$ cat src/rtl/mem_arbiter.sv
// Two-requester (instruction/data) arbiter onto a single 1-cycle-latency memory port.
// Build option ARB_ROUND_ROBIN_EN: alternate winners on contention; otherwise data has fixed priority.
//
// state   | meaning
// IDLE    | no response outstanding (pending=0)
// RESP    | a response returns this cycle to owner_q (pending=1)
module mem_arbiter (
  input  logic        clock,
  input  logic        reset,
  input  logic        i_req,
  input  logic [7:0]  i_we,
  input  logic [63:0] i_addr,
  input  logic [63:0] i_wdata,
  output logic        i_gnt,
  output logic        i_rvalid,
  output logic [63:0] i_rdata,
  input  logic        d_req,
  input  logic [7:0]  d_we,
  input  logic [63:0] d_addr,
  input  logic [63:0] d_wdata,
  output logic        d_gnt,
  output logic        d_rvalid,
  output logic [63:0] d_rdata,
  output logic        mem_en,
  output logic [7:0]  mem_we,
  output logic [63:0] mem_addr,
  output logic [63:0] mem_wdata,
  input  logic [63:0] mem_rdata,
  output logic        busy
);

  typedef enum logic {
    ST_IDLE = 1'b0,
    ST_RESP = 1'b1
  } state_e;

  localparam logic OWN_INST = 1'b0;
  localparam logic OWN_DATA = 1'b1;

  state_e state_q, state_d;
  logic   owner_q, owner_d;
  logic   last_gnt_q, last_gnt_d;
  logic   gnt_i, gnt_d, any_gnt, resp_ok;

  always_comb begin
    gnt_i = 1'b0;
    gnt_d = 1'b0;
    if (!reset) begin
      if (i_req && d_req) begin
`ifdef ARB_ROUND_ROBIN_EN
        if (last_gnt_q == OWN_INST) gnt_d = 1'b1;
        else                        gnt_i = 1'b1;
`else
        gnt_d = 1'b1;
`endif
      end else if (i_req) begin
        gnt_i = 1'b1;
      end else if (d_req) begin
        gnt_d = 1'b1;
      end
    end
    any_gnt = gnt_i | gnt_d;
  end

  always_comb begin
    mem_en    = 1'b0;
    mem_we    = '0;
    mem_addr  = '0;
    mem_wdata = '0;
    if (gnt_i) begin
      mem_en    = 1'b1;
      mem_we    = i_we;
      mem_addr  = i_addr;
      mem_wdata = i_wdata;
    end else if (gnt_d) begin
      mem_en    = 1'b1;
      mem_we    = d_we;
      mem_addr  = d_addr;
      mem_wdata = d_wdata;
    end
  end

  always_comb begin
    state_d    = state_q;
    owner_d    = owner_q;
    last_gnt_d = last_gnt_q;
    case (state_q)
      ST_IDLE: if (any_gnt) state_d = ST_RESP;
      ST_RESP: if (!any_gnt) state_d = ST_IDLE;
      default: state_d = ST_IDLE;
    endcase
    if (any_gnt) begin
      owner_d    = gnt_d ? OWN_DATA : OWN_INST;
      last_gnt_d = gnt_d ? OWN_DATA : OWN_INST;
    end
  end

  always_ff @(posedge clock) begin
    if (reset) begin
      state_q    <= ST_IDLE;
      owner_q    <= OWN_INST;
      last_gnt_q <= OWN_INST;
    end else begin
      state_q    <= state_d;
      owner_q    <= owner_d;
      last_gnt_q <= last_gnt_d;
    end
  end

  // A response still in flight when reset rises is dropped, not delivered.
  always_comb begin
    resp_ok  = (state_q == ST_RESP) && !reset;
    i_gnt    = gnt_i;
    d_gnt    = gnt_d;
    i_rvalid = resp_ok && (owner_q == OWN_INST);
    d_rvalid = resp_ok && (owner_q == OWN_DATA);
    i_rdata  = i_rvalid ? mem_rdata : '0;
    d_rdata  = d_rvalid ? mem_rdata : '0;
    busy     = (state_q == ST_RESP);
  end

endmodule

$ cat config.mk
export PLATFORM = sky130hd
export DESIGN_NAME = mem_arbiter
export DESIGN_NICKNAME = d
export VERILOG_FILES = /design/src/rtl/mem_arbiter.sv
export SDC_FILE = /design/constraint.sdc
export NUM_CORES = 1
export LEC_CHECK = 0
export BUFFER_PORTS_ARGS = -buffer_cell sky130_fd_sc_hd__buf_2
export CAP_MARGIN = 10
export CORE_AREA = 2 2 239 241
export DETAILED_ROUTE_END_ITERATION = 6
export DIE_AREA = 0 0 241 243
export GPL_ROUTABILITY_DRIVEN = 0
export RECOVER_POWER = 100
export SLEW_MARGIN = 20
export SYNTH_ARGS = -nofsm -noshare
export SYNTH_HDL_FRONTEND = slang
export SYNTH_SLANG_ARGS = --single-unit
export TNS_END_PERCENT = 1
$ cat constraint.sdc
create_clock -name clock -period 0.85 [get_ports clock]
set_input_delay 0.0425 -clock clock [delete_from_list [all_inputs] [get_ports clock]]
set_output_delay 0.0425 -clock clock [all_outputs]
set_load 0.05 [all_outputs]
==> results.cfg <==
[sta]
tns_ns = -106.43
slew_headroom_pct = 66.71
max_freq_ghz = 0.7086
finalHoldViolations = 0
grt_setup_unrepaired = true
period_minus_slack_ns = 1.411
drv_slew = 0
setup_violations = 270
skew_ns = 0
period_share_pct = 166.0
worst_pin_slew_ns = 0.4994
setup_slack_ns = -0.5612

[detailed_routing]
vias = 6396
drt_iter0_drc = 320
vias_per_cell = 3.565
drt_wl_total_um = 38530
drt_first_pass_iters = 4
drt-wirelength-per-cell_um = 21.48
post-route-drc-count = 0
drtAntennaViolNets = 0

[die]
core_area_sq_um = 55950
ios = 610
die_x_um = 241
die_h_um = 243
start_util_pct = 4.470
die_area_sq_um = 58560
rows = 87

[power]
power_mw = 8.085
total_leakage_power_nw = 4.904
ir_drop_v = 0.0004385
p_per_area_nw_per_um2 = 746.0

[worst_setup_path]
crit_family = simple AND/OR/NAND/NOR gates
critPathLaunchType = register
cp_num_buf_inv = 2
crit_chain = or2_4 -> clkbuf_16 -> nor2_4 -> buf_8
crit_path_max_incr_delay_ns = 0.33
crit_fanout = 8
crit_path_end_kind = output port
cpMaxStageDelayCell = dfxtp_2
crit_type = reg -> out
worstPathArrival_ns = 1.37
cp_data_required_time_ns = 0.81

[placement]
post-place-cells = 1775
place_area_sq_um = 9240
place.detailed.hpwl_um = 32480
io_buffers = 609

[synth]
synth_commonest_cells = a32o_1, nor2_1, nand2_1
async_flop_share_pct = 0
synthFlopType = dfxtp_1
syn_area_sq_um = 2501
yosysTopAreaCellShare_pct = 54.43
synth.most_common_cell = a32o_1
synth_area_leader_cell = a32o_1
synth_edf_count = 0
synth-seq-cells = 2
syn_nets = 750
ys_seq_area_share_pct = 1.601
ys_types = 14
yosys_warnings = 0
avgSynthCellArea_sq_um = 6.100
synth_cells = 410
synth_area_leaders = a32o_1, nor2_1, nand2_1

[grt]
grt_pass1_vias = 6084
grt_max_degree = 61
grt.total_usage_pct = 11.78
grt_pass1_wl_um = 48070
antenna_found_initial = 15
grt_overflow = 0

[layout]
final_cells = 1794
multiInputGateArea_sq_um = 3372
drive_above_1_share_pct = 94.07
fin_nets = 1369
area_growth_pct = 333.3
fill_cells = 6158
seqCellArea_sq_um = 45.04
fin_area_sq_um = 10840

[hold_path]
hp-class = in -> reg

[clocking]
numCtsBuffers = 3
clock_sinks = 2
htree_levels = 1
clock_path_buffers = 2
clk_latency_ns = 0.22
clk_pin_slew_ns = 0.03
cts_root_buffer = clkbuf_16
cts_setup_buffers = 0
cts_tree = done

[outcome]
status = finished with violations
violations = setup timing

[run]
cap_violations = 0
==> where the power goes <==
group          leakage (nW)  internal, mW  total (mW)  switching [mW]
Sequential           0.0175         0.101       0.119          0.0174
Combinational          4.85          2.94        7.23            4.29
Clock                0.0382         0.618       0.735           0.117
Total                  4.90          3.66        8.09            4.42
==> placed cells by master, fill, tap and decap left out, types with 6 or more instances in the layout <==
cell type and n:
buf_12 99, buf_2 336, a32o_1 45, buf_6 114
a32o_2 91, clkbuf_16 6, buf_8 52, diode_2 10
nand2_1 8, buf_4 74, nor2_4 123, nor2_2 9
nand2_2 55
==> cell type report <==
cell class | count | share of cell area (%)
clock buffers | 4 | 0.7273
well taps | 756 | 8.728
flip-flops and latches | 2 | 0.4156
inverters | 2 | 0.06927
multi-input cells | 341 | 31.11
repair buffers | 679 | 58.72
diodes | 10 | 0.2309
==> path summary, 6_finish.rpt <==
check | endpoint | startpoint | depth (start not counted) | slack, ns
worst max-delay path | i_rdata[36] | owner_q$_SDFFE_PP0P_ | 4 | -0.56
worst min-delay path | owner_q$_SDFFE_PP0P_ | reset | 2 | 0.03
worst max register to register | owner_q$_SDFFE_PP0P_ | owner_q$_SDFFE_PP0P_ | 2 | 0.22
worst min register to register | owner_q$_SDFFE_PP0P_ | owner_q$_SDFFE_PP0P_ | 2 | 0.51
==> worst register-to-register path, stage by stage (launching register included) <==
cell	delay (ns)
dfxtp_2	0.36
nand2b_1	0.07
a21oi_1	0.13
==> per-stage QoR <==
step / hold slack [ns] / utilization (%) / setup slack (ns)
after floorplan: 0.1052 / - / -0.3402
after global placement: 0.3628 / 16.51 / -0.5060
after detailed placement: 0.3771 / 16.51 / -0.5506
after CTS: 0.02336 / 18.65 / -0.5740
after global routing: 0.03572 / 19.37 / -0.5978
final: 0.02600 / 19.37 / -0.5612
==> metal layers <==
| metal | wire length (um) | global-route usage (%) | vias up |
|---|---|---|---|
| li1 | - | - | 2838 |
| met1 | 14130 | 13.49 | 3009 |
| met2 | 18630 | 20.33 | 489 |
| met3 | 3992 | 3.275 | 56 |
| met4 | 1746 | 5.029 | 4 |
| met5 | 30 | 0 | - |
==> flip-flops by register name, indices dropped and copies added, names as in the netlist <==
| name | flops |
|---|---|
| busy | 1 |
| owner_q | 1 |
==> cell families after synthesis <==
kind of cell           share of synthesized area (%)
buffers and inverters                          12.81
and+or+nand+nor                                30.97
DFF                                            1.601
AOI/OAI and AO/OA                              54.63
==> timing repair <==
item,4_1_cts,5_1_grt
cloned,0,5
hold buffers,0,0
pin swaps,62,12
endpoints found under the setup margin,270,270
gates resized for setup,396,102
(Power assumes the default switching activity.)
